==> src/rtl/pipelined_adder.sv <==
// Pipelined carry-chain adder/subtractor, one WIDTH/STAGES-bit slice per stage.
// Carry, operands and finished sum slices travel with each op under valid/ready.
module pipelined_adder #(
    parameter int WIDTH  = 32,
    parameter int STAGES = 4
) (
    input  logic             clk,
    input  logic             rst_n,
    input  logic             in_valid,
    output logic             in_ready,
    input  logic [WIDTH-1:0] a,
    input  logic [WIDTH-1:0] b,
    input  logic             c_in,
    input  logic             sub,
    output logic             out_valid,
    input  logic             out_ready,
    output logic [WIDTH-1:0] s,
    output logic             c_out,
    output logic             ovf
);

    localparam int SLICE = WIDTH / STAGES;
    localparam int MSB   = WIDTH - 1;
    localparam int LAST  = STAGES - 1;

    logic                          adv;
    logic [STAGES-1:0]             v_q;
    logic [STAGES-1:0]             c_q;
    logic [STAGES-1:0][WIDTH-1:0]  a_q;
    logic [STAGES-1:0][WIDTH-1:0]  b_q;
    logic [STAGES-1:0][WIDTH-1:0]  s_q;
    logic                          ovf_q;

    logic [STAGES-1:0]             v_d;
    logic [STAGES-1:0]             c_d;
    logic [STAGES-1:0][WIDTH-1:0]  a_d;
    logic [STAGES-1:0][WIDTH-1:0]  b_d;
    logic [STAGES-1:0][WIDTH-1:0]  s_d;
    logic                          ovf_d;
    logic [SLICE:0]                t;

    // Operands of the last stage are never read again after the final slice.
    logic unused_q;
    assign unused_q = ^{a_q[LAST], b_q[LAST]};

    // Whole pipe moves together; it only holds when a result is waiting.
    assign adv       = !out_valid || out_ready;
    assign in_ready  = adv;
    assign out_valid = v_q[LAST];
    assign s         = s_q[LAST];
    assign c_out     = c_q[LAST];
    assign ovf       = ovf_q;

    // Next-state of every stage: add its own slice on top of the incoming op.
    always_comb begin
        v_d   = '0;
        c_d   = '0;
        a_d   = '0;
        b_d   = '0;
        s_d   = '0;
        t     = '0;
        ovf_d = 1'b0;

        v_d[0] = in_valid;
        a_d[0] = a;
        b_d[0] = sub ? ~b : b;
        t = {1'b0, a_d[0][SLICE-1:0]}
          + {1'b0, b_d[0][SLICE-1:0]}
          + {{SLICE{1'b0}}, sub | c_in};
        s_d[0][SLICE-1:0] = t[SLICE-1:0];
        c_d[0] = t[SLICE];

        for (int k = 1; k < STAGES; k++) begin
            v_d[k] = v_q[k-1];
            a_d[k] = a_q[k-1];
            b_d[k] = b_q[k-1];
            s_d[k] = s_q[k-1];
            t = {1'b0, a_d[k][k*SLICE +: SLICE]}
              + {1'b0, b_d[k][k*SLICE +: SLICE]}
              + {{SLICE{1'b0}}, c_q[k-1]};
            s_d[k][k*SLICE +: SLICE] = t[SLICE-1:0];
            c_d[k] = t[SLICE];
        end

        ovf_d = (a_d[LAST][MSB] == b_d[LAST][MSB])
             && (s_d[LAST][MSB] != a_d[LAST][MSB]);
    end

    // Stage registers; reset flushes every in-flight op.
    always_ff @(posedge clk or negedge rst_n) begin
        if (!rst_n) begin
            v_q   <= '0;
            c_q   <= '0;
            a_q   <= '0;
            b_q   <= '0;
            s_q   <= '0;
            ovf_q <= 1'b0;
        end else if (adv) begin
            v_q   <= v_d;
            c_q   <= c_d;
            a_q   <= a_d;
            b_q   <= b_d;
            s_q   <= s_d;
            ovf_q <= ovf_d;
        end
    end

endmodule

==> config.mk <==
export PLATFORM = sky130hd
export DESIGN_NAME = pipelined_adder
export DESIGN_NICKNAME = d
export VERILOG_FILES = /design/src/rtl/pipelined_adder.sv
export SDC_FILE = /design/constraint.sdc
export NUM_CORES = 1
export LEC_CHECK = 0
export BUFFER_PORTS_ARGS = -buffer_cell sky130_fd_sc_hd__buf_2
export CAP_MARGIN = 30
export CORE_MARGIN = 10
export CORE_UTILIZATION = 58
export CTS_BUF_LIST = sky130_fd_sc_hd__clkbuf_16
export CTS_CLUSTER_SIZE = 16
export DETAILED_ROUTE_END_ITERATION = 10
export GPL_TIMING_DRIVEN = 0
export PLACE_DENSITY = 0.8
export SLEW_MARGIN = 20
export SYNTH_ARGS = -nofsm -noshare
export SYNTH_HDL_FRONTEND = slang
export SYNTH_SLANG_ARGS = --single-unit
==> constraint.sdc <==
create_clock -name clk -period 2.5 [get_ports clk]
set_clock_uncertainty 0.1 [all_clocks]
set_input_delay 0.5 -clock clk [delete_from_list [all_inputs] [get_ports clk]]
set_output_delay 0.5 -clock clk [all_outputs]
set_load 0.02 [all_outputs]
==> impl_results.md <==
- Clock share of power: 20.5%
- Slew HR: 57.9%
- Synthesized cell area: 0.00835 mm2
- Commonest non-fill, non-tap cell in the layout: nand2_1
- Combinational power share: 38.9%
- Clock root buffer master: clkbuf_16
- YS warnings: 0
- Share of layout cells above drive strength 1: 15.9%
- Pre-CTS WS: -0.337 ns
- Deepest clock path buffer count: 2
- Final worst slack: 0.0422 ns
- Synth top area cells: dfrtp_1 (55%), nand2_1 (19%), ha_1 (4.2%)
- Worst Hold Class: in2reg
- Post-synth EDFFs: 0
- VDD IR max: 0.633 mV
- Final min period: 2.46 ns
- Syn-to-layout area delta: 16.8%
- Routed wire length: 19.2 mm
- CP Class: reg2reg
- Post-DR vias/cell: 5.21
- Syn nets: 1021
- Crit path from: c_q[1]$_DFFE_PN0P_
- Share of async-settable or async-resettable flops after synthesis: 100%
- Final net count: 1145
- Sw frac: 38.9%
- FP Rows: 43
- DRC Markers: 0
- CP Capture Point: s_d[118]$_DFFE_PN0P_
- Syn Area/Cell: 9.13 um2
- Worst r2r src: c_q[1]$_DFFE_PN0P_
- Largest net degree at the start of global routing: 104
- Critical Path AT: 2.66 ns
- Top cell type's share of synthesized area: 55.4%
- Power per cell area: 1290 mW/mm2
- DR iter-0 viols: 535
- Die Wd: 140 um
- R2R cell count: 7
- Final Hold Fails: 0
- Slew of the pin with the lowest slew margin: 0.631 ns
- Synth Register Bits: 185
- Vias in the first global route: 6415
- Synth cell types: 36
- Nature of the critical path startpoint: register
- Initial core utilization: 59.7%
- CTS H-tree depth: 4
- Post-route total power: 0.0125 W
- Synth Instances: 915
- Status: finished, final reports clean
- Crit share post-route: 98.3%
- Top Ports: 106
- Die area: 0.0196 mm2
- Vias post-DR: 6415
- DRT antenna net count: 0
- Drt pass-1 iters: 5
- Flop pwr share: 40.6%
- ANT cells: 0
- Clock slew at reported path FFs: 0.07 ns
- Fin. max-slew vios: 0
- Max-Cap Viols: 0
- Drt wl/cell: 15.6 um
- Main synth FF type: dfrtp_1
- Final HPWL DP: 14.1 mm
- Switching pwr: 0.00488 W
- Worst reg2reg setup slack: 0.04 ns
- Worst EP required: 2.70 ns
- Setup-failing EPs final: 0
- Filler cells: 1100
- Number of port buffers: 104
- CTS tree: built
- Leak: 5.02 nW
- GR Util All Layers: 19.7%
- Num CTS Buffers: 17
- Worst R2R End: s_d[118]$_DFFE_PN0P_
- DIE HEIGHT: 140 um
- Buffer count from post-CTS setup fixing: 0
- Max Fclk: 407 MHz
- Clock latency on the worst-skew pair: 0.44 ns
- Global route overflow: 0
- Cell-internal power: 0.00767 W
- GP Congestion: 0.836
- Yosys top cell by area: dfrtp_1
- Post-synthesis sequential area ratio: 55.4%
- CP max FO: 3
- Commonest non-fill, non-tap cells in the layout: nand2_1 (431), dfrtp_1 (185), buf_2 (114)
- Clk sinks: 185
- Initial antenna violation count: 0
- Core Region: 0.0140 mm2
- CP Capture Type: register
- First-pass GRT wire length: 31.1 mm
## power groups by stage
stage / Combinational [W] / Sequential [W] / Clock, W
3_5_place_dp: 0.00480 / 0.00513 / 0
4_1_cts: 0.00486 / 0.00509 / 0.00260
5_1_grt: 0.00554 / 0.00524 / 0.00273
6_report: 0.00487 / 0.00510 / 0.00257
3_3_place_gp: 0.00463 / 0.00506 / 0
2_1_floorplan: 0.00316 / 0.00528 / 0
## kinds of logic after synthesis
kind of cell / count (synthesis) / synth area share (%)
flip-flops: 185 / 55.4
AO/OA/AOI/OAI: 119 / 8.42
XOR/XNOR: 47 / 4.93
AND/OR/NAND/NOR: 472 / 21.9
adder cells (fa/ha/maj): 36 / 6.11
buffers and inverters: 56 / 3.19
## sequential cells by signal, indices dropped and copies added (netlist names)
name  cells
ovf       1
s        32
s_d      48
b_d      48
v_q       4
a_d      48
c_q       4
## layer usage
metal	GRT usage, %	vias to the layer above	part of all wire, %	wire (um)
li1	-	3181	-	-
met1	23.7	3064	43	8180
met2	33.4	140	50	9660
met3	5.10	30	5.3	1030
met4	6.96	0	1.9	372
met5	0	-	0	0
## cell type report
type                       count  area, um2  share of cell area (%)
timing repair buffer         106        568                    5.82
inverter                      11       41.3                   0.423
clock inverter                15        136                    1.40
multi-input combinational    674       3470                    35.6
sequential                   185       4630                    47.5
tap                          180        225                    2.31
clock buffer                  17        425                    4.36
buffer                        44        253                    2.59
## timing repair
item | CTS | global route
hold endpoints to repair | 82 | 0
hold buffers | 1 | 0
resized for setup | 0 | 3
setup endpoints to repair | 1 | 3
## cells in the mapped netlist, drive strengths merged (3+ instances only)
library cell / count
nor3: 11
buf: 23
clkbuf: 22
o211ai: 4
nand2: 431
nor2: 15
xnor2: 26
or3: 3
o21bai: 4
nor2b: 5
dfrtp: 185
fa: 8
a211oi: 11
a31oi: 4
xor2: 21
a21oi: 16
inv: 11
a21o: 7
o21ai: 63
ha: 28
nand2b: 3
## worst min path at each step
stage	startpoint	to	cells after the start
after CTS	a[20]	a_d[52]$_DFFE_PN0P_	3
after global routing	a[20]	a_d[52]$_DFFE_PN0P_	3
after detailed placement	v_q[2]$_DFFE_PN0P_	v_q[2]$_DFFE_PN0P_	2
after global placement	v_q[2]$_DFFE_PN0P_	v_q[2]$_DFFE_PN0P_	2
final	a[25]	a_d[57]$_DFFE_PN0P_	3
after floorplan	rst_n	a_d[120]$_DFFE_PN0P_	0
## per-stage QoR
| step | area [um2] | utilization [%] | instances | setup TNS (ns) | hold slack [ns] |
|---|---|---|---|---|---|
| detailed placement | 9170 | 65.6 | 1200 | -0.967 | 0.349 |
| finish | 9750 | 69.7 | 1232 | 0 | 0.157 |
| floorplan | 8390 | - | 915 | -0.397 | 0.104 |
| global route | 9750 | 69.7 | 1232 | -0.0903 | 0.168 |
| global placement | 9140 | 65.3 | 1199 | -371.74 | 0.340 |
| CTS | 9740 | 69.6 | 1232 | 0 | 0.147 |
## worst max-delay path: stages, from the launching register on
cell      delay [ns]
dfrtp_1         0.41
fa_1            0.51
fa_1            0.45
a21oi_2         0.21
o211ai_1        0.16
a21oi_2         0.22
xor2_1          0.18
o21ai_0         0.09
Power figures use the tool's default switching activity.
